--- src/rtl/pong_game_fsm.sv ---
// Pong game controller: new game / play / new ball / game over sequencing with BCD score and lives.
// Optional feature: define SCORE_SATURATE_EN to hold the score at 99 instead of wrapping to 00.
module pong_game_fsm #(
  parameter int unsigned LIVES = 3
) (
  input  logic       clk,
  input  logic       reset_n,
  input  logic [1:0] btn,
  input  logic       hit,
  input  logic       miss,
  input  logic       timer_up,
  output logic       timer_start,
  output logic       graph_still,
  output logic       game_over,
  output logic [1:0] state,
  output logic [7:0] score,
  output logic [1:0] lives
);

  typedef enum logic [1:0] {
    NEWGAME = 2'b00,
    PLAY    = 2'b01,
    NEWBALL = 2'b10,
    OVER    = 2'b11
  } state_t;

  localparam logic [1:0] LIVES_INIT = 2'(LIVES);

  state_t cur;
  logic   any_now;
  logic   any_prev;
  logic   armed;
  logic   press;

  // BCD increment of a two-digit score; wraps or saturates at 99.
  function automatic logic [7:0] bcd_inc(input logic [7:0] s);
    logic [7:0] r;
    r = s;
    if (s == 8'h99) begin
`ifdef SCORE_SATURATE_EN
      r = 8'h99;
`else
      r = 8'h00;
`endif
    end else if (s[3:0] == 4'd9) begin
      r = {s[7:4] + 4'd1, 4'd0};
    end else begin
      r = {s[7:4], s[3:0] + 4'd1};
    end
    return r;
  endfunction

  assign any_now = (btn != 2'b00);
  // armed stays low until the buttons are seen released after reset, so a button
  // held through reset release cannot start a game.
  assign press   = any_now & ~any_prev & armed;

  assign state       = cur;
  assign timer_start = (cur == PLAY) & miss;

  // Game state machine with registered status outputs.
  always_ff @(posedge clk or negedge reset_n) begin
    if (!reset_n) begin
      cur         <= NEWGAME;
      score       <= 8'h00;
      lives       <= LIVES_INIT;
      any_prev    <= 1'b0;
      armed       <= 1'b0;
      graph_still <= 1'b1;
      game_over   <= 1'b0;
    end else begin
      any_prev <= any_now;
      armed    <= armed | ~any_now;
      case (cur)
        NEWGAME: begin
          if (press) begin
            cur         <= PLAY;
            graph_still <= 1'b0;
          end
        end
        PLAY: begin
          if (miss) begin
            graph_still <= 1'b1;
            if (lives == 2'd1) begin
              lives     <= 2'd0;
              cur       <= OVER;
              game_over <= 1'b1;
            end else begin
              lives <= lives - 2'd1;
              cur   <= NEWBALL;
            end
          end else if (hit) begin
            score <= bcd_inc(score);
          end
        end
        NEWBALL: begin
          if (timer_up && press) begin
            cur         <= PLAY;
            graph_still <= 1'b0;
          end
        end
        OVER: begin
          if (timer_up) begin
            cur       <= NEWGAME;
            score     <= 8'h00;
            lives     <= LIVES_INIT;
            game_over <= 1'b0;
          end
        end
        default: begin
          cur         <= NEWGAME;
          score       <= 8'h00;
          lives       <= LIVES_INIT;
          graph_still <= 1'b1;
          game_over   <= 1'b0;
        end
      endcase
    end
  end

endmodule

--- config.mk ---
export PLATFORM = sky130hd
export DESIGN_NAME = pong_game_fsm
export DESIGN_NICKNAME = d
export VERILOG_FILES = /design/src/rtl/pong_game_fsm.sv
export SDC_FILE = /design/constraint.sdc
export NUM_CORES = 1
export LEC_CHECK = 0
export ABC_AREA = 1
export CAP_MARGIN = 20
export CORE_UTILIZATION = 40
export DETAILED_ROUTE_END_ITERATION = 10
export PLACE_DENSITY = 0.68
export SYNTH_ARGS = -nofsm -noshare
export SYNTH_HDL_FRONTEND = slang
export SYNTH_SLANG_ARGS = --single-unit
--- constraint.sdc ---
create_clock -name clk -period 1.1 [get_ports clk]
set_input_delay 0.11 -clock clk [delete_from_list [all_inputs] [get_ports clk]]
set_output_delay 0.11 -clock clk [all_outputs]
set_load 0.01 [all_outputs]
== After elaboration in Yosys (flattened, before gate mapping) ==
Cells that the tools add are included.

* Input bits: 7
* Output and inout port bits: 15
* Register bits: 16

* Multiplexer cells: 24
* Reductions and logical operators: 11
* Bitwise logic cells: 6
* Equality and inequality tests: 14
* Add/subtract/negate cells: 3

{| class="wikitable"
|+ Operators by type and width
! kind !! count
|-
| $mux W8 || 5
|-
| $pmux W8 S2 || 1
|-
| $reduce_and A4 Y1 || 4
|-
| $mux W2 || 7
|-
| $ne A2 B2 Y1 const B || 6
|-
| $add A4 B1 Y4 const B || 2
|-
| $eq A8 B8 Y1 const B || 1
|-
| $pmux W2 S4 || 1
|-
| $mux W1 || 7
|-
| $reduce_and A5 Y1 || 1
|-
| $eq A2 B1 Y1 const B || 2
|-
| $eq A2 B2 Y1 const B || 2
|-
| $eq A4 B4 Y1 const B || 1
|-
| $pmux W2 S2 || 1
|-
| $reduce_bool A2 Y1 || 2
|-
| $and A1 B1 Y1 || 3
|-
| $ne A3 B1 Y1 const B || 1
|-
| $pmux W1 S3 || 1
|-
| $reduce_and A3 Y1 || 1
|-
| $reduce_bool A3 Y1 || 1
|-
| $logic_not A2 Y1 || 1
|-
| $ne A2 B1 Y1 const B || 1
|-
| $not A1 Y1 || 2
|-
| $pmux W1 S2 || 1
|-
| 3 further kinds || 3
|}

== Longest topological paths before layout ==
Gate-level depths: netlist of the first run.

* Depth after elaboration: 6
* Gate-level depth with buffers: 9
* Mapped depth without buffers: 9

== Worst setup path after synthesis of the first run ==
OpenSTA, ideal clock, no wires.

* Kind: register -> register
* Start: register score[1]
* End: register score[7]
* Arrival time: 1.225 ns
* Data required time: 1.035 ns
* Buffers on the path: 0
* Stages on the path, launching flop included: 9
* Setup time: 0.065 ns
* Setup slack: -0.190 ns
* Clock period less this slack: 1.290 ns
* Cell sequence: dfrtp_1 -> inv_1 -> ha_1 -> nand2_1 -> nor2_2 -> nand2_1 -> nor2_1 -> nand3_1 -> nand2_1

* Word-level cells in the longest chain between the ends: 5

{| class="wikitable"
|+ RTL lines
! item !! RTL line !! source
|-
| start, declared || 16 || <nowiki>output logic [7:0] score,</nowiki>
|-
| start signal, assigned || 93 || <nowiki>score <= bcd_inc(score);</nowiki>
|-
| $eq A8 B8 Y1 || 39 || <nowiki>if (s == 8'h99) begin</nowiki>
|-
| $mux W8 || 39 ||
|-
| $mux W8 || 92 || <nowiki>end else if (hit) begin</nowiki>
|-
| $mux W8 || 82 || <nowiki>if (miss) begin</nowiki>
|-
| $pmux W8 S2 || 74 || <nowiki>case (cur)</nowiki>
|}

Parallel ways exist; a longest one is shown, timed or not. The select of a mux whose other input is x is not followed.
A chain may end at the register's enable or synchronous reset.

== Worst setup path after layout of the first run ==
* Start: register score[1]
* End: register score[6]

The elaborated chain is that of the path after synthesis.

==> results of run 1 <==
## layout make-up
cell class / instances / area share (%)
inverter: 21 / 5.20
clock buffer: 4 / 2.32
timing repair buffer: 50 / 27.6
sequential: 16 / 25.9
multi-input combinational: 81 / 36.8
tap: 28 / 2.24
## power by group
part	switching (W)	internal (W)
clock network	0.000187	0.000202
registers	0.000135	0.000820
logic	0.00127	0.00125
## layout by cell type (no fill, tap or decap)
cell type,synthesis,final
nand3b_1,1,1
o21ai_0,3,2
nor2_8,1,1
nor2_4,1,5
ha_4,0,1
nor3b_2,0,1
inv_4,0,1
nand2_4,2,4
ha_1,5,4
o21ai_1,5,5
clkdlybuf4s15_1,0,5
xor2_1,3,3
inv_1,15,13
nand2_1,29,26
clkbuf_2,0,2
dfrtp_1,13,12
nand2_2,2,3
clkinv_1,1,1
a21oi_2,0,1
dfstp_2,3,3
nor2_1,10,5
a21oi_4,1,1
nand4_1,2,2
buf_2,0,3
o211ai_1,1,1
o21ai_2,0,1
clkdlybuf4s50_1,0,6
dfrtp_2,0,1
nand3_4,0,2
buf_6,0,11
clkbuf_8,0,1
nand3_1,11,7
nand3_2,0,2
buf_4,1,23
inv_2,5,6
clkbuf_4,0,3
nor2_2,2,3
## final timing paths
kind | startpoint | cells after the start | endpoint
worst max-delay path | score[1] | 9 | score[6]
max in group asynchronous | reset_n | 2 | lives[1]
worst min-delay path | reset_n | 2 | any_prev
worst max register to register | score[1] | 9 | score[6]
min in group clk | miss | 5 | graph_still
worst min register to register | armed | 2 | armed
## registers in the layout (all words and copies together), names as in the netlist
| register | count |
|---|---|
| any_prev | 1 |
| armed | 1 |
| game_over | 1 |
| graph_still | 1 |
| lives | 2 |
| score | 8 |
| state | 2 |
## cells by family (layout without fill, tap and decap cells)
group / count (synthesis) / in the layout / synth area share (%)
and+or+nand+nor: 62 / 62 / 32.2
buffers and inverters: 22 / 75 / 9.03
DFF: 16 / 16 / 42.3
AOI/OAI and AO/OA: 11 / 11 / 7.20
adders and majority gates: 5 / 5 / 6.54
xor gates and xnor gates: 3 / 3 / 2.75
## what timing repair did
action / CTS / global route
endpoints found under the setup margin: 27 / 24
hold buffers: 0 / 0
pin swaps: 4 / 8
buffers inserted: 1 / 3
resized for setup: 64 / 18
endpoints found under the hold margin: 0 / 0
## stage by stage
step / area (µm²) / setup WS (ns) / setup TNS (ns)
after global routing: 1570 / -0.223 / -2.07
after floorplan: 975 / -0.177 / -1.10
final: 1570 / -0.145 / -1.15
after global placement: 1400 / -0.309 / -3.37
after CTS: 1490 / -0.148 / -1.19
after detailed placement: 1400 / -0.315 / -3.47
## routing by layer
metal / up-vias / routed length, µm / GRT usage, %
met2: 11 / 1160 / 30.0
met1: 428 / 1020 / 24.8
met3: 0 / 73 / 6.25
li1: 477 / - / -
met4: 0 / 0 / 2.78
met5: - / 0 / 0
==> impl_metrics.ini, run 1 <==
[run_status]
run_status = finished, violations left
violations = setup timing

[detailed_routing]
dr_total_vias = 916
drtIter0Drc = 9
vias_per_cell = 4.58
drc_errors = 0
post_drt_wl_per_cell_um = 11.2
drtAntennaViolNets = 0
wl_um = 2250
firstDrtPassIters = 4

[timing]
setup_ws_ns = -0.145
fin_crit_sh_pct = 113
clock_skew_ns = 0.00103
maxSlewViolCount = 0
fin_crit_ns = 1.25
fmax_ghz = 0.803
setup_violations = 13
hold_violations = 0
relSlewSlack_pct = 85.6
rsz0062_at_grt = true
tightest_slew_ns = 0.216
fin_hold_ws_ns = 0.132

[die]
die_y_um = 50.9
core_um2 = 2230
rows = 17
ios = 22
floorplan.initialDensity_pct = 42.8
die_w_um = 50.9
die_area_um2 = 2590

[hold_path]
hold_class = input port to asynchronous set/reset pin

[final_layout]
layout-drive-gt1-share_pct = 45.9
regArea_um2 = 405
instances_no_fill = 200
fin_util_pct = 70.1
nets = 185
syn2layout_area_growth_pct = 63.7
multiInputGateArea_um2 = 576
diodes = 0
fillCellCount = 167

[setup_path]
critPathCaptureType = register
path_delay_family = simple AND/OR/NAND/NOR gates
cp-start-kind = register
r2r_slack_ns = -0.15
cp_data_required_time_ns = 1.29
crit_type = register to register
arrival_ns = 1.43
crit_chain = inv_1 -> ha_1 -> nand2_2 -> nor2_4 -> nor2_4 -> nor2_8 -> inv_2 -> nand2_1 -> nand2_1
slowest_delay_ns = 0.38
critical_path_buf_inv_count = 2
crit_slowest_cell = dfrtp_1
critPathMaxFanout = 6

[grt]
track_usage_pct = 18.6
gr-total-overflow = 0
antenna_found_initial = 0
grt_max_degree = 17
grt_pass1_vias = 819
grt_pass1_wl_um = 3550

[synth]
synth_top_area_share_pct = 34.0
post-synth-top-area-cell = dfrtp_1
syn-instance-count = 119
avgSynthCellArea_um2 = 8.03
synth_area_um2 = 956
async_flop_share_pct = 100
yosys_warnings = 0
yosysMostFrequentCell = nand2_1
synth_nets = 131
synth-edff-count = 0
synth_ff_type = dfrtp_1
synth_seq_cells = 16
synthTopCellsByCount = nand2_1 (29), inv_1 (15), dfrtp_1 (13)
synth_area_leaders = dfrtp_1 (34%), nand2_1 (11%), dfstp_2 (8.2%), ha_1 (6.5%), inv_1 (5.9%)
yosysSeqAreaShare_pct = 42.3
synth_cell_type_count = 24

[cts]
cts-buffers-inserted = 3
cts.sinks = 16
cts_tree = built
worstSkewPairLatency_ns = 0.29
clockRootBuffer = clkbuf_4
path_clk_slew_ns = 0.09
htree_levels = 1
clockBufferDepth = 2

[power]
power_w = 0.00386
powerDensity_nw_per_um2 = 2470
ir_worst_vdd_mv = 1.55
cellLeakagePower_nw = 0.808

[job]
max_cap_violations = 0

[place]
numPlacedInstances = 192
finalWeightedCongestion = 0.777
port_buffers = 21
dp_hpwl_um = 1560
Note: power is estimated with default switching activity, not from simulation.
==> inputs of run 2 (changes only) <==
TNS_END_PERCENT = 5   (was default)
==> run 2 against run 1 <==
The flow still finishes with violations (setup timing). Clock power decreased by 14%. Global-route usage about the same. Design area decreased by 7.9%. Combinational power is 16% lower. Final cell count decreased by 1.0%. Routed wire length down 8.2%. Clock-buffer cell count did not move. Maximum frequency down 2.4%. Largest cell class unchanged.
==> impl_metrics.ini, run 2 (same netlist as run 1, synthesis figures left out) <==
[final_layout]
largest_register_ffs = 8
multiInputGateArea_um2 = 528
nets = 183
syn2layout_area_growth_pct = 50.8
regArea_um2 = 404
layout-drive-gt1-share_pct = 38.8
diodes = 0
final_area_um2 = 1440
fillCellCount = 201
top_register = score
mostFrequentLayoutCells = nand2_1 (28), buf_4 (25), inv_1 (15)
layout_commonest_cell = nand2_1

[job]
max_cap_violations = 0

[detailed_routing]
drtIter0Drc = 9
vias_per_cell = 4.59
wl_um = 2060
post_drt_wl_per_cell_um = 10.4
drc_errors = 0
dr_total_vias = 908
drtAntennaViolNets = 0
firstDrtPassIters = 2

[timing]
fin_setup_tns_ns = -1.39
clock_skew_ns = 0.00977
setup_violations = 12
hold_violations = 0
relSlewSlack_pct = 85.0
rsz0062_at_grt = true
fmax_ghz = 0.783
fin_crit_ns = 1.28
maxSlewViolCount = 0
fin_crit_sh_pct = 116
fin_hold_ws_ns = 0.119
setup_ws_ns = -0.176
tightest_slew_ns = 0.223

[cts]
htree_levels = 1
clockBufferDepth = 2
cts-buffers-inserted = 3
cts_tree = built
cts.sinks = 16
worstSkewPairLatency_ns = 0.29
path_clk_slew_ns = 0.10
hold_buffers = 0
clockRootBuffer = clkbuf_4

[place]
dp_hpwl_um = 1580
finalWeightedCongestion = 0.824
port_buffers = 21
place_area_um2 = 1370

[setup_path]
crit_type = register to register
critPathCaptureType = register
critPathMaxFanout = 3
regToRegStartpoint = score[0]
cp_data_required_time_ns = 1.33
arrival_ns = 1.50
crit_start = score[0]
cp-start-kind = register

[power]
ir_worst_vdd_mv = 1.72
power_w = 0.00340
powerDensity_nw_per_um2 = 2360
cellLeakagePower_nw = 0.793

[die]
ios = 22
die_y_um = 50.9
die_area_um2 = 2590
core_um2 = 2230
die_w_um = 50.9
floorplan.initialDensity_pct = 42.8
rows = 17

[run_status]
violations = setup timing
run_status = finished, violations left

[grt]
grt_pass1_wl_um = 3610
antenna_found_initial = 0
grt_pass1_vias = 926
gr-total-overflow = 0
grt_max_degree = 17
track_usage_pct = 18.7

[hold_path]
hold_class = input port to asynchronous set/reset pin
## run 2: cell count changes in the layout (fill, tap and decap cells not counted), sizes merged
cell / before / now
buf: 37 / 35
clkbuf: 6 / 5
clkdlybuf4s15: 5 / 1
dlygate4sd2: 0 / 5
## run 2: final timing paths
kind                               end  slack (ns)  cells past startpoint
max                           score[1]       -0.18                      7
max reg2reg                   score[1]       -0.18                      7
min in group clk                 armed        0.46                      2
min                           score[7]        0.12                      2
min reg2reg                      armed        0.46                      2
max in group asynchronous  graph_still        0.72                      2
## run 2: per-layer routing
layer / vias up / part of all wire [%] / GRT usage (%)
li1: 475 / - / -
met1: 416 / 47 / 22.8
met2: 13 / 48 / 31.8
met3: 4 / 3.2 / 2.68
met4: 0 / 1.3 / 9.72
met5: - / 0 / 0
## run 2: critical path, stage by stage, from the launching register on
cell and delay, ns:
dfrtp_1 0.40, buf_6 0.12, ha_4 0.15, nand2_4 0.05, nor2_4 0.04, nor2_4 0.18
nand3_2 0.12, o21ai_1 0.14
## run 2: area by class of cell
type	count	share of cell area [%]
multi-input combinational	81	36.6
sequential	16	28.0
timing repair buffer	48	25.6
inverter	21	5.47
tap	28	2.43
clock buffer	4	1.82
## run 2: metrics by stage
| step | worst slack (ns) | std cells | util [%] |
|---|---|---|---|
| floorplan | -0.177 | 119 | - |
| global placement | -0.343 | 190 | 61.3 |
| detailed placement | -0.329 | 190 | 61.3 |
| CTS | -0.183 | 198 | 64.3 |
| global route | -0.256 | 198 | 64.5 |
| finish | -0.176 | 198 | 64.5 |
## run 2: report_power, final
| group | total (W) | switching [W] | internal [W] | leakage (nW) |
|---|---|---|---|---|
| logic | 0.00212 | 0.00111 | 0.00101 | 0.584 |
| clock network | 0.000336 | 0.000195 | 0.000141 | 0.0150 |
| registers | 0.000942 | 0.000127 | 0.000815 | 0.194 |
| total | 0.00340 | 0.00144 | 0.00197 | 0.793 |
## run 2: what timing repair did
item	CTS	global route
endpoints found under the setup margin	27	23
hold endpoints to repair	0	0
buffers inserted	4	0
pin swaps	7	1
gates resized for setup	55	5
==> inputs of run 3 (changes only) <==
PLACE_DENSITY = 0.65   (was 0.68)
clock period = 1.65 ns   (was 1.1 ns; I/O delays follow)
==> run 3 against run 2 <==
The flow now finishes without violations. Register-to-register slack gained 0.39 ns. Critical path depth shrank 6. Clock skew shrank 0.0077 ns. Global-route usage shrank 2.1 points. Clock power shrank 21%. Routed wire length shrank 15%. Power shrank 42%. Via count shrank 12%. Critical path type is now register to output port.
==> impl_metrics.ini, run 3 (same netlist as run 1, synthesis figures left out) <==
[run_status]
run_status = complete, no violations

[final_layout]
syn2layout_area_growth_pct = 30.9
largest_register_ffs = 8
layout-drive-gt1-share_pct = 16.4
layout_commonest_cell = nand2_1
diodes = 0
nets = 159
top_register = score
mostFrequentLayoutCells = nand2_1 (29), clkdlybuf4s50_1 (20), inv_1 (15)

[timing]
hold_violations = 0
fin_crit_sh_pct = 94.3
setup_violations = 0
relSlewSlack_pct = 81.3
rsz0062_at_grt = false
fmax_ghz = 0.643
tightest_slew_ns = 0.280
fin_crit_ns = 1.56
clock_skew_ns = 0.00210
maxSlewViolCount = 0
fin_setup_tns_ns = 0

[cts]
htree_levels = 1
cts-buffers-inserted = 3
clockBufferDepth = 2
cts_tree = built
path_clk_slew_ns = 0.09
cts.sinks = 16
clockRootBuffer = clkbuf_4
worstSkewPairLatency_ns = 0.30
hold_buffers = 0

[setup_path]
cp-start-kind = register
critPathCaptureType = output port
cp_data_required_time_ns = 1.48
crit_start = lives[0]
critPathMaxFanout = 4
path_delay_family = flip-flops
crit_type = register to output port
crit_chain = clkdlybuf4s50_1
regToRegStartpoint = score[1]
slowest_delay_ns = 0.56
arrival_ns = 1.39
crit_slowest_cell = dfstp_2
critical_path_buf_inv_count = 1

[detailed_routing]
dr_total_vias = 803
drc_errors = 0
post_drt_wl_per_cell_um = 10.1
drtIter0Drc = 14
vias_per_cell = 4.61
drtAntennaViolNets = 0
firstDrtPassIters = 4
wl_um = 1750

[power]
swShare_pct = 41.1
pwr-share-comb_pct = 53.8
pwr-share-clk_pct = 13.4
power_w = 0.00198
p_int_w = 0.00117
cellLeakagePower_nw = 0.642
p_sw_w = 0.000815
ir_worst_vdd_mv = 1.31
powerDensity_nw_per_um2 = 1580
seqPwrFrac_pct = 32.7

[grt]
track_usage_pct = 16.6
grt_pass1_wl_um = 3140
grt_max_degree = 17
grt_pass1_vias = 782
antenna_found_initial = 0
gr-total-overflow = 0

[hold_path]
hold_class = input port to asynchronous set/reset pin

[job]
max_cap_violations = 0

[die]
die_y_um = 50.9
core_um2 = 2230
rows = 17
floorplan.initialDensity_pct = 42.8
die_area_um2 = 2590
die_w_um = 50.9
ios = 22

[place]
port_buffers = 21
finalWeightedCongestion = 0.798
dp_hpwl_um = 1380
## run 3: cell types whose count changed in the layout (fill, tap and decap cells not counted), sizes merged
cell           before  now
clkdlybuf4s50       6   20
dlygate4sd2         5    1
clkdlybuf4s15       1    0
buf                35    3
clkbuf              5    4
## run 3: timing repair
item | CTS | global route
buffers inserted | 0 | 0
setup endpoints to repair | 1 | 0
gates resized for setup | 1 | 0
## run 3: through the flow
stage,setup slack (ns),std cells,cell area (µm²),hold WS (ns),utilization (%)
after floorplan,0.360,119,956,-0.131,-
after global placement,0.0962,170,1220,0.440,54.5
after detailed placement,0.100,170,1220,0.461,54.5
after CTS,0.0761,174,1250,0.181,56.0
after global routing,0.0511,174,1250,0.228,56.0
final,0.0945,174,1250,0.181,56.0
## run 3: layer usage
layer	share of wire (%)	GRT usage, %	wire, µm
met5	0	0	0
met4	2.7	8.33	47
met3	3.3	1.79	58
met2	45	28.2	783
met1	49	20.7	865
## run 3: worst paths after layout
| path | slack (ns) | depth (start not counted) | to |
|---|---|---|---|
| worst max-delay path | 0.09 | 1 | lives[0] |
| worst min-delay path | 0.18 | 2 | state[1] |
| worst max register to register | 0.21 | 8 | score[7] |
| worst min register to register | 0.47 | 2 | graph_still |
| max in group asynchronous | 1.22 | 2 | graph_still |
| min in group clk | 0.44 | 3 | any_prev |
## run 3: power groups by stage
stage               clock network (W)  logic, W  registers (W)
CTS                          0.000277   0.00108       0.000652
global route                 0.000290   0.00121       0.000669
finish                       0.000266   0.00107       0.000649
global placement                    0   0.00107       0.000653
detailed placement                  0   0.00108       0.000660
floorplan                           0  0.000610       0.000722
## run 3: worst reg2reg max path, delay by kind of cell (launching register included)
kind | cells | cell delay, ns
and+or+nand+nor | 6 | 0.75
adders and majority gates | 1 | 0.13
DFF | 1 | 0.44
buffers and inverters | 1 | 0.07
## run 3: layout make-up
| cell class | instances | area, µm² |
|---|---|---|
| tap | 28 | 35.0 |
| inverter | 21 | 78.8 |
| clock buffer | 4 | 36.3 |
| multi-input combinational | 81 | 465 |
| sequential | 16 | 404 |
| timing repair buffer | 24 | 231 |
| fill | 212 | 982 |
